**src/rtl/mem_io_bridge_pkg.sv**
```systemverilog
// mem_io_bridge_pkg: shared I/O offsets, timer status bits, region and state encodings.
package mem_io_bridge_pkg;
  localparam logic [3:0] OFF_TCNT = 4'd0;
  localparam logic [3:0] OFF_TCMP = 4'd1;
  localparam logic [3:0] OFF_TSTAT = 4'd2;
  localparam logic [3:0] OFF_GPO = 4'd3;
  localparam logic [3:0] OFF_GPI = 4'd4;
  localparam int TS_FLAG = 0;
  localparam int TS_EN = 1;
  localparam int TS_IRQ = 2;
  typedef enum logic [1:0] {REG_RAM, REG_IO, REG_BAD} regionT;
  typedef enum logic {ST_IDLE, ST_ACK} stateT;
endpackage

```
**src/rtl/mem_io_bridge_io_timer.sv**
```systemverilog
// mem_io_bridge_io_timer: compare timer with match flag and registered interrupt.
module mem_io_bridge_io_timer
  import mem_io_bridge_pkg::*;
(
  input  logic        clk,
  input  logic        reset_n,
  input  logic        we,
  input  logic [3:0]  off,
  input  logic [15:0] wdata,
  output logic [15:0] tcnt,
  output logic [15:0] tcmp,
  output logic [2:0]  tstat,
  output logic        timer_irq
);
  logic match, clrFlag;
  always_comb begin
    match = tstat[TS_EN] && tcnt == tcmp;
    clrFlag = we && off == OFF_TSTAT && wdata[TS_FLAG];
  end
  always_ff @(posedge clk or negedge reset_n) begin
    if (!reset_n) begin
      tcnt <= '0;
      tcmp <= 16'hFFFF;
      tstat <= '0;
      timer_irq <= 1'b0;
    end else begin
      tcnt <= (we && off == OFF_TCNT) ? wdata : match ? '0 : tstat[TS_EN] ? tcnt + 16'd1 : tcnt;
      if (we && off == OFF_TCMP) tcmp <= wdata;
      tstat[TS_FLAG] <= match | (tstat[TS_FLAG] & ~clrFlag);
      if (we && off == OFF_TSTAT) begin
        tstat[TS_EN] <= wdata[TS_EN];
        tstat[TS_IRQ] <= wdata[TS_IRQ];
      end
      timer_irq <= tstat[TS_FLAG] & tstat[TS_IRQ];
    end
  end
endmodule

```
**src/rtl/mem_io_bridge.sv**
```systemverilog
// mem_io_bridge: CPU load/store front end decoding RAM, I/O and unmapped regions with a req/ack handshake.
module mem_io_bridge
  import mem_io_bridge_pkg::*;
#(
  parameter int DATA_WIDTH = 16,
  parameter int RAM_ADDR_BITS = 15,
  parameter logic [15:0] IO_BASE = 16'hFFF0
) (
  input  logic                     clk,
  input  logic                     reset_n,
  input  logic                     cpu_req,
  input  logic                     cpu_we,
  input  logic [15:0]              cpu_addr,
  input  logic [DATA_WIDTH-1:0]    cpu_wdata,
  output logic [DATA_WIDTH-1:0]    cpu_rdata,
  output logic                     cpu_ack,
  output logic                     cpu_busy,
  output logic                     cpu_err,
  output logic                     mem_en,
  output logic                     mem_we,
  output logic [RAM_ADDR_BITS-1:0] mem_addr,
  output logic [DATA_WIDTH-1:0]    mem_din,
  input  logic [DATA_WIDTH-1:0]    mem_dout,
  input  logic [15:0]              gpio_in,
  output logic [15:0]              gpio_out,
  output logic                     timer_irq
);
  stateT state, nextState;
  regionT region, regionQ;
  logic accept, ioWe, weQ;
  logic [3:0] off;
  logic [15:0] ioRd, tcnt, tcmp, gpiMeta, gpiSync;
  logic [2:0] tstat;
  logic [DATA_WIDTH-1:0] rdataQ;
  always_comb begin
    region = (cpu_addr >> RAM_ADDR_BITS) == 16'd0 ? REG_RAM : cpu_addr >= IO_BASE ? REG_IO : REG_BAD;
    accept = state == ST_IDLE && cpu_req;
    nextState = accept ? ST_ACK : ST_IDLE;
    off = cpu_addr[3:0];
    ioWe = accept && cpu_we && region == REG_IO;
    ioRd = off == OFF_TCNT ? tcnt : off == OFF_TCMP ? tcmp : off == OFF_TSTAT ? {13'd0, tstat} :
           off == OFF_GPO ? gpio_out : off == OFF_GPI ? gpiSync : 16'd0;
    mem_en = accept && region == REG_RAM;
    mem_we = mem_en && cpu_we;
    mem_addr = cpu_addr[RAM_ADDR_BITS-1:0];
    mem_din = cpu_wdata;
    cpu_busy = state == ST_ACK;
    cpu_ack = cpu_busy;
    cpu_err = cpu_busy && regionQ == REG_BAD;
    // RAM loads pass the BRAM output straight through; everything else was captured at accept
    cpu_rdata = !cpu_busy ? '0 : (regionQ == REG_RAM && !weQ) ? mem_dout : rdataQ;
  end
  always_ff @(posedge clk or negedge reset_n) begin
    if (!reset_n) state <= ST_IDLE;
    else state <= nextState;
  end
  always_ff @(posedge clk or negedge reset_n) begin
    if (!reset_n) begin
      regionQ <= REG_RAM;
      weQ <= 1'b0;
      rdataQ <= '0;
      gpio_out <= '0;
      gpiMeta <= '0;
      gpiSync <= '0;
    end else begin
      gpiMeta <= gpio_in;
      gpiSync <= gpiMeta;
      if (ioWe && off == OFF_GPO) gpio_out <= 16'(cpu_wdata);
      if (accept) begin
        regionQ <= region;
        weQ <= cpu_we;
        rdataQ <= region == REG_BAD ? '0 : cpu_we ? cpu_wdata : DATA_WIDTH'(ioRd);
      end
    end
  end
  mem_io_bridge_io_timer u_timer (
    .clk      (clk),
    .reset_n  (reset_n),
    .we       (ioWe),
    .off      (off),
    .wdata    (16'(cpu_wdata)),
    .tcnt     (tcnt),
    .tcmp     (tcmp),
    .tstat    (tstat),
    .timer_irq(timer_irq)
  );
endmodule

```
**config.mk**
```make
export PLATFORM = sky130hd
export DESIGN_NAME = mem_io_bridge
export DESIGN_NICKNAME = d
export VERILOG_FILES = /design/src/rtl/mem_io_bridge_pkg.sv /design/src/rtl/mem_io_bridge_io_timer.sv /design/src/rtl/mem_io_bridge.sv
export SDC_FILE = /design/constraint.sdc
export NUM_CORES = 1
export LEC_CHECK = 0
export BUFFER_PORTS_ARGS = -buffer_cell sky130_fd_sc_hd__buf_2
export CAP_MARGIN = 20
export CORE_MARGIN = 4
export CORE_UTILIZATION = 45
export DETAILED_ROUTE_END_ITERATION = 8
export GPL_ROUTABILITY_DRIVEN = 1
export GPL_TIMING_DRIVEN = 0
export PLACE_DENSITY = 0.73
export RECOVER_POWER = 25
export SYNTH_ARGS = -nofsm -noshare
export SYNTH_HDL_FRONTEND = slang
export SYNTH_HIERARCHICAL = 1
export SYNTH_SLANG_ARGS = --single-unit
```
**constraint.sdc**
```tcl
create_clock -name clk -period 3.2 [get_ports clk]
set_input_delay 0.16 -clock clk [delete_from_list [all_inputs] [get_ports clk]]
set_output_delay 0.16 -clock clk [all_outputs]
set_load 0.03 [all_outputs]
```
==> results of run 1 <==
[final cells by class]
| type | instances | area, um2 | share of cell area |
|---|---|---|---|
| buffer | 61 | 396.6 | 0.05749 |
| sequential | 104 | 2623 | 0.3801 |
| clock inverter | 3 | 90.09 | 0.01306 |
| tap | 147 | 183.9 | 0.02666 |
| timing repair buffer | 154 | 839.6 | 0.1217 |
| clock buffer | 13 | 240.2 | 0.03482 |
| multi-input combinational | 348 | 2504 | 0.3629 |
| inverter | 6 | 22.52 | 0.003264 |
[worst min-delay path by stage]
stage / depth (start not counted) / end
6_report: 3 / u_timer/tcnt[10]
4_1_cts: 3 / u_timer/tcnt[10]
2_1_floorplan: 0 / cpu_ack
5_1_grt: 3 / u_timer/tcnt[9]
3_3_place_gp: 1 / gpiMeta[11]
3_5_place_dp: 1 / gpiSync[12]
[layout by cell type, fill, tap and decap left out, drive strengths merged, types with 2 or more instances in the layout]
| master | count |
|---|---|
| nor4 | 8 |
| dfrtp | 88 |
| nor3 | 10 |
| nand2b | 21 |
| a21oi | 2 |
| or2 | 14 |
| mux2 | 34 |
| nand3 | 9 |
| nor4b | 2 |
| dlygate4sd3 | 17 |
| or3 | 3 |
| a211oi | 2 |
| a31oi | 16 |
| a221o | 8 |
| nor2b | 3 |
| dfstp | 16 |
| a22oi | 30 |
| nor2 | 10 |
| and3 | 6 |
| nand2 | 64 |
| nor3b | 6 |
| and3b | 2 |
| o21ai | 12 |
| xor2 | 15 |
| nand4 | 12 |
| bufinv | 3 |
| xnor2 | 3 |
| a221oi | 18 |
| inv | 6 |
| nor4bb | 2 |
| and4 | 2 |
| a21boi | 16 |
| and2 | 3 |
| o211ai | 2 |
| clkbuf | 61 |
| buf | 150 |
[cell usage after synthesis (3+ instances only)]
| master | count |
|---|---|
| nor2b_1 | 3 |
| or3_1 | 3 |
| dfrtp_1 | 88 |
| a22oi_1 | 30 |
| xor2_1 | 15 |
| nor4_2 | 4 |
| a21boi_0 | 14 |
| a31oi_1 | 16 |
| nand2b_1 | 21 |
| o21ai_0 | 11 |
| and3_1 | 6 |
| nand4_1 | 10 |
| nand3_1 | 9 |
| or2_2 | 12 |
| nor2_1 | 10 |
| nor3b_1 | 5 |
| clkbuf_1 | 17 |
| nor3_1 | 9 |
| and2_1 | 3 |
| nand2_1 | 64 |
| buf_4 | 34 |
| a221oi_1 | 18 |
| dfstp_2 | 16 |
| nor4_1 | 4 |
| mux2_2 | 32 |
| xnor2_1 | 3 |
| a221o_1 | 8 |
| inv_1 | 6 |
| buf_2 | 5 |
| buf_6 | 4 |
[power breakdown]
part | total, uW | internal [uW] | switching [uW]
combinational | 412 | 153 | 259
clock | 1230 | 766 | 467
sequential | 1380 | 1350 | 26.9
total | 3030 | 2270 | 753
[metal layers]
layer / vias to the layer above / global-route usage / routed length [um]
li1: 2202 / - / -
met1: 2327 / 0.3186 / 6783
met2: 190 / 0.3826 / 7800
met3: 32 / 0.04938 / 1348
met4: 0 / 0.07458 / 385
met5: - / 0 / 0
[through the flow]
stage	TNS [ns]	util	cells	hold slack (ns)	setup WS (ns)
floorplan	0	-	520	-0.1356	0.3927
global placement	-2.930	0.5322	803	0.2678	-0.2939
detailed placement	-2.188	0.5347	804	0.2267	-0.2714
CTS	0	0.5767	837	0.07630	0.007651
global route	0	0.5744	836	0.09303	0.06422
finish	0	0.5744	836	0.08483	0.2494
[worst max-delay path, delay by kind of cell, from the launching register on]
family | cells | cell delay (ns)
flops | 1 | 0.48
simple gates | 5 | 1.26
buf+inv | 3 | 0.75
mux | 1 | 0.39
[sequential cells by signal, summed over array words and instances (netlist names)]
register,count
u_timer/tcnt,16
gpiSync,16
weQ,1
gpiMeta,16
rdataQ,16
u_timer/tstat,3
u_timer/tcmp,16
cpu_ack,1
u_timer/timer_irq,1
regionQ,2
gpio_out,16
[cells by family after synthesis]
group                      Yosys count  synth area share
AOI/OAI and AO/OA                  114            0.1618
buffers and inverters               68           0.07582
xor gates and xnor gates            18           0.02852
DFF                                104            0.4744
and+or+nand+nor                    180            0.1861
adders and majority gates            1          0.002263
muxes                               35           0.07107
[repair_timing]
item,in CTS,in global routing
hold buffers,17,0
gates resized for setup,3,3
hold endpoints to repair,55,0
endpoints found under the setup margin,13,12
==> summary.md, run 1 <==
| Metric | Value |
|---|---|
| Layout Nets | ~750 |
| Reg-to-Reg End | u_timer/tcmp[2] |
| Ys flop type | dfrtp_1 |
| Row cnt | 40 |
| Final non-filler cell area | between 0.006 and 0.007 mm2 |
| Crit path to | u_timer/tcmp[2] |
| Filler instances | around 1000 |
| P&R area growth vs syn | 24.81% |
| Slew headroom | 0.1677 |
| CTS Buf Count | 9 |
| Crit path DAT | around 3.2 ns |
| CP Class | register to register |
| Critical Path End Type | register |
| Max-cap violations | 0 |
| Max Root-Sink Buffers | 2 |
| Die height | about 120 um |
| Status | completed |
| Mapped cell area | 0.005528 mm2 |
| Power, Total | 3025 uW |
| Drt first pass iters | 5 |
| H-tree levels | 3 |
| Peak supply drop | approximately 0.00024 V |
| CP required | 3.48 ns |
| DR WL/cell | 19.52 um |
| Max FO, Critical Path | 12 |
| Leakage power | 0.003163 uW |
| First-pass GRT wire length | between 20000 and 30000 um |
| Die footprint | around 0.014 mm2 |
| Synth area leaders | dfrtp_1 (40%), dfstp_2 (7.6%), mux2_2 (6.5%) |
| Root Buffer | clkbuf_16 |
| CP max stage delay | around 0.51 ns |
| Min-Delay Startpoint | cpu_wdata[10] |
| Setup bufs post-CTS | 0 |
| Synthesized flop and latch total | 104 |
| Die width | 118.8 um |
| Syn Inst Count | 520 |
| Post-Syn Area per Cell | roughly 11 um2 |
| Reg clk slew, reported paths | 0.07 ns |
| FMAX | ~340 MHz |
| PD cells | between 400 and 500 mW/mm2 |
| R2r setup slk | between 0.2 and 0.25 ns |
| Min Tclk post-route | about 3 ns |
| Placed cell area | about 0.0064 mm2 |
| Total congestion overflow | 0 |
| DR DRC count | 0 |
| Final Hold Violating Endpoints | 0 |
| I/O pins | around 140 |
| Hold Path Class | input pin to register |
| Yosys warns | 6 |
| Crit path max-delay cell type | nand4b_1 |
| Async set-or-reset flop fraction in the synthesized netlist | 1.000 |
| Final Wtd Congestion | between 0.9 and 1 |
| Number of global-route vias before repair | ~4900 |
| Crit path launch type | register |
| Largest net degree at the start of global routing | 57 |
| WL final | ~16000 um |
| DR vias/cell | 5.683 |
| # port buffers | around 140 |
| All-Layer GR Usage | 0.2361 |
| Final period util | 0.9221 |
| Sequential area share after synthesis | 0.4744 |
| Cell Chain, Critical Path | nand2b_1, buf_6, inv_1, nand2_1, nor4_2, and2_1, nand4b_1, clkbuf_1, mux2_2 |
| Post-route ant nets | 0 |
| Biggest area consumer among synthesized cells | dfrtp_1 |
| CTS Sinks | between 100 and 150 |
| Critical R2R Launch | cpu_ack |
| ANT cells | 0 |
| Initial Util | 0.4602 |
| Initial antenna violation count | 0 |
| Synth cell types | 60 |
| Unrepaired setup endpoints after global routing | no |
| Finish-stage setup viols | 0 |
| Vias | 4751 |
| Max-slew violation count | 0 |
| Initial DRC count | about 370 |
| Post-DP HPWL | 11730 um |
| Number of synthesized flops with an enable pin | 0 |
| R2R cell count | 9 |
| Layout cells sized above 1 | 0.3483 |
| Top cell type's share of synthesized area | 0.3984 |
| Worst setup path startpoint | cpu_ack |
| CTS tree | built |
| Layout Skew | 0.01072 ns |
| Core area | ~0.012 mm2 |
| Worst skew pair latency | 0.35 ns |
| Syn_nets | ~590 |
| Worst-margin pin slew | about 1.2 ns |
Note: power is estimated with default switching activity, not from simulation.
==> inputs of run 2 (changes only) <==
- SYNTH_HIERARCHICAL: 1 -> default
==> run 2 against run 1 <==
  * The flow now finishes with violations (max-capacitance violations, max-slew violations)
  * Total power fell by 3.7%
  * Maximum frequency up 8.7%
  * Largest power group unchanged
  * Synthesized cell count rose by 6.3%
  * Clock power down 7%
  * First-iteration DRC count down 20%
  * Flip-flop and latch count stayed put
==> summary.md, run 2 <==
| Metric | Value |
|---|---|
| Layout cells sized above 1 | 0.3278 (was 0.3483) |
| Row cnt | 39 (was 40) |
| Final period util | 0.8486 (was 0.9221) |
| Setup Total Neg Slack | 0 ns (unchanged) |
| Most common cell in the synthesized netlist | dfrtp_1 (unchanged) |
| Worst-margin pin slew | 1.997 ns (was 1.248 ns) |
| Slew headroom | -0.3314 (was 0.1677) |
| Number of global-route vias before repair | 4671 (was 4939) |
| Async set-or-reset flop fraction in the synthesized netlist | 1.000 (unchanged) |
| Final Wtd Congestion | 0.9026 (was 0.9386) |
| Post-DP HPWL | 11260 um (was 11730 um) |
| Synth cell types | 50 (was 60) |
| R2R cell count | 9 (unchanged) |
| H-tree levels | 3 (unchanged) |
| DR vias/cell | 5.437 (was 5.683) |
| Register area | 0.002623 mm2 (unchanged) |
| Hold Path Class | input pin to register (unchanged) |
| Synthesized flop and latch total | 104 (unchanged) |
| Die height | 117.5 um (was 118.8 um) |
| Largest net degree at the start of global routing | 71 (was 57) |
| Critical R2R Launch | u_timer.tcnt[2] (was cpu_ack) |
| Unrepaired setup endpoints after global routing | no (unchanged) |
| DR WL/cell | 17.31 um (was 19.52 um) |
| Violated checks | max-capacitance violations, max-slew violations |
| Core Util, Final | 0.5818 (was 0.5744) |
| I/O pins | 137 (unchanged) |
| Yosys warns | 0 (was 6) |
| Initial Util | 0.4662 (was 0.4602) |
| R2r setup slk | 0.48 ns (was 0.25 ns) |
| Number of synthesized flops with an enable pin | 0 (unchanged) |
| Max-cap violations | 1 (was 0) |
| Crit path DAT | 2.94 ns (was 3.23 ns) |
| Status | finished with violations (was completed) |
| Hold EP | cpu_ack (was u_timer/tcnt[10]) |
| Max Root-Sink Buffers | 2 (unchanged) |
| FMAX | 368.3 MHz (was 338.9 MHz) |
| Post-route ant nets | 0 (unchanged) |
| Critical Path End Type | register (unchanged) |
| Final Hold Violating Endpoints | 0 (unchanged) |
| Synth area leaders | dfrtp_1 (41%), dfstp_2 (7.8%), mux2_2 (6.7%) (was dfrtp_1 (40%), dfstp_2 (7.6%), mux2_2 (6.5%)) |
| Ys flop type | dfrtp_1 (unchanged) |
| Synth Area in Compound Gates | 0.1314 (was 0.1618) |
| First-pass GRT wire length | 24540 um (was 26280 um) |
| Layout Nets | 784 (was 753) |
| Top cells by count, synth | dfrtp_1 (88), nand2_1 (79), nor2_1 (35) (was dfrtp_1 (88), nand2_1 (64), buf_4 (34)) |
| Setup bufs post-CTS | 0 (unchanged) |
| Filler instances | 994 (was 1045) |
| Drt first pass iters | 5 (unchanged) |
| All-Layer GR Usage | 0.2197 (was 0.2361) |
| DR DRC count | 0 (unchanged) |
| Die footprint | 0.01380 mm2 (was 0.01412 mm2) |
| Worst skew pair latency | 0.35 ns (about the same) |
| Min-Delay Startpoint | cpu_req (was cpu_wdata[10]) |
| PD cells | 433.1 mW/mm2 (was 438.5 mW/mm2) |
| Core area | 0.01156 mm2 (was 0.01201 mm2) |
| Synth Area in Adders | 0.002321 (was 0.002263) |
| Multi-input logic area | 0.002315 mm2 (was 0.002504 mm2) |
| Peak supply drop | 0.0002791 V (was 0.0002413 V) |
| Max FO, Critical Path | 10 (was 12) |
| ANT cells | 0 (unchanged) |
| Leakage power | 0.003078 uW (was 0.003163 uW) |
| Finish-stage setup viols | 0 (unchanged) |
| Layout Skew | 0.007763 ns (was 0.01072 ns) |
| CTS Buf Count | 9 (unchanged) |
| Max-slew violation count | 35 (was 0) |
| CTS tree | built (unchanged) |
| Syn_nets | 622 (was 589) |
| Synth Area in Simple Gates | 0.1894 (was 0.1861) |
| CP required | 3.43 ns (was 3.48 ns) |
| Post-Syn Area per Cell | 9.749 um2 (was 10.63 um2) |
| Sequential area share after synthesis | 0.4864 (was 0.4744) |
| Reg-to-Reg End | u_timer.tcnt[4] (was u_timer/tcmp[2]) |
| Biggest area consumer among synthesized cells | dfrtp_1 (unchanged) |
| Die width | 117.5 um (was 118.8 um) |
| Crit path launch type | register (unchanged) |
| Post-Synth XOR/XNOR Area | 0.02924 (was 0.02852) |
| Most frequent cells in the layout | buf_2 (125), dfrtp_1 (88), nand2_1 (79), clkbuf_1 (46), nor2_1 (35) (was buf_2 (110), dfrtp_1 (88), nand2_1 (64), clkbuf_1 (49), buf_4 (34)) |
| Min Tclk post-route | 2.715 ns (was 2.951 ns) |
| Total congestion overflow | 0 (unchanged) |
| Syn Inst Count | 553 (was 520) |
| Initial DRC count | 295 (was 367) |
| Top cell type's share of synthesized area | 0.4084 (was 0.3984) |
| Largest family of logic cells by synthesized area | simple AND/OR/NAND/NOR gates (unchanged) |
| Mapped cell area | 0.005391 mm2 (was 0.005528 mm2) |
| CTS Sinks | 104 (unchanged) |
| WL final | 14940 um (was 16320 um) |
| CP Class | register to register (unchanged) |
| P&R area growth vs syn | 24.81% (about the same) |
| Root Buffer | clkbuf_16 (unchanged) |
| Reg clk slew, reported paths | 0.07 ns (about the same) |
| Vias | 4692 (was 4751) |
| Hold Path Stages | 3 (unchanged) |
| Commonest non-fill, non-tap cell in the layout | buf_2 (unchanged) |
| Initial antenna violation count | 0 (unchanged) |
| # port buffers | 133 (was 136) |
| Post-synthesis mux area share | 0.07705 (was 0.07107) |
-- run 2: how the worst max path moves through the flow --
stage,start,endpoint,slack [ns],cells past startpoint
6_report,u_timer.tcnt[2],u_timer.tcnt[4],0.48,9
5_1_grt,u_timer.tcnt[2],u_timer.tcnt[4],0.31,9
4_1_cts,u_timer.tcnt[2],u_timer.tcnt[4],0.50,9
3_5_place_dp,u_timer.tcnt[2],u_timer.tcnt[4],0.51,9
3_3_place_gp,u_timer.tcnt[2],u_timer.tcnt[4],0.55,9
2_1_floorplan,cpu_ack,gpio_out[10],0.93,7
-- run 2: kinds of logic after synthesis --
family	count (synthesis)
xor gates and xnor gates	18
buffers and inverters	80
muxes	35
and+or+nand+nor	207
adders and majority gates	1
DFF	104
AOI/OAI and AO/OA	108
-- run 2: critical path, cell delays in order, from the launching register on --
cell      delay (ns)
dfrtp_1         0.32
clkbuf_1        0.32
xor2_1          0.17
nor4_1          0.30
nand4_1         0.19
or4_1           0.42
clkbuf_1        0.24
clkbuf_1        0.34
o211ai_1        0.19
nand3_1         0.09
-- run 2: repair_timing --
item                                   CTS  global route
hold buffers                            17             0
gates resized for setup                  0             0
endpoints found under the hold margin   49             0
-- run 2: routing by layer --
layer | global-route usage | routed length (um)
met1 | 0.3019 | 6695
met2 | 0.3428 | 6709
met3 | 0.04421 | 1176
met4 | 0.08864 | 360
met5 | 0 | 0
-- run 2: final cells by class --
cell class	count	share of cell area
timing repair buffer	151	0.1257
buffer	74	0.06415
multi-input combinational	369	0.3440
clock buffer	10	0.03552
sequential	104	0.3897
clock inverter	6	0.01097
inverter	6	0.003347
tap	143	0.02659
-- run 2: through the flow --
stage	setup WS, ns	hold WS (ns)	instances	total power (uW)	cell area, um2
final	0.4846	0.09450	863	2915	6729
after global routing	0.3113	0.1106	863	3025	6729
after CTS	0.4970	0.09136	863	2936	6749
after detailed placement	0.5075	0.1472	830	1785	6266
after global placement	0.5520	0.2676	829	1773	6236
after floorplan	0.9295	-0.1356	553	1622	5391
-- run 2: power breakdown --
group | internal (uW) | leakage, uW | total, uW | switching, uW
combinational | 148 | 0.00169 | 396 | 248
clock | 638 | 0.000147 | 1140 | 505
sequential | 1360 | 0.00124 | 1380 | 19.5
total | 2140 | 0.00308 | 2910 | 772
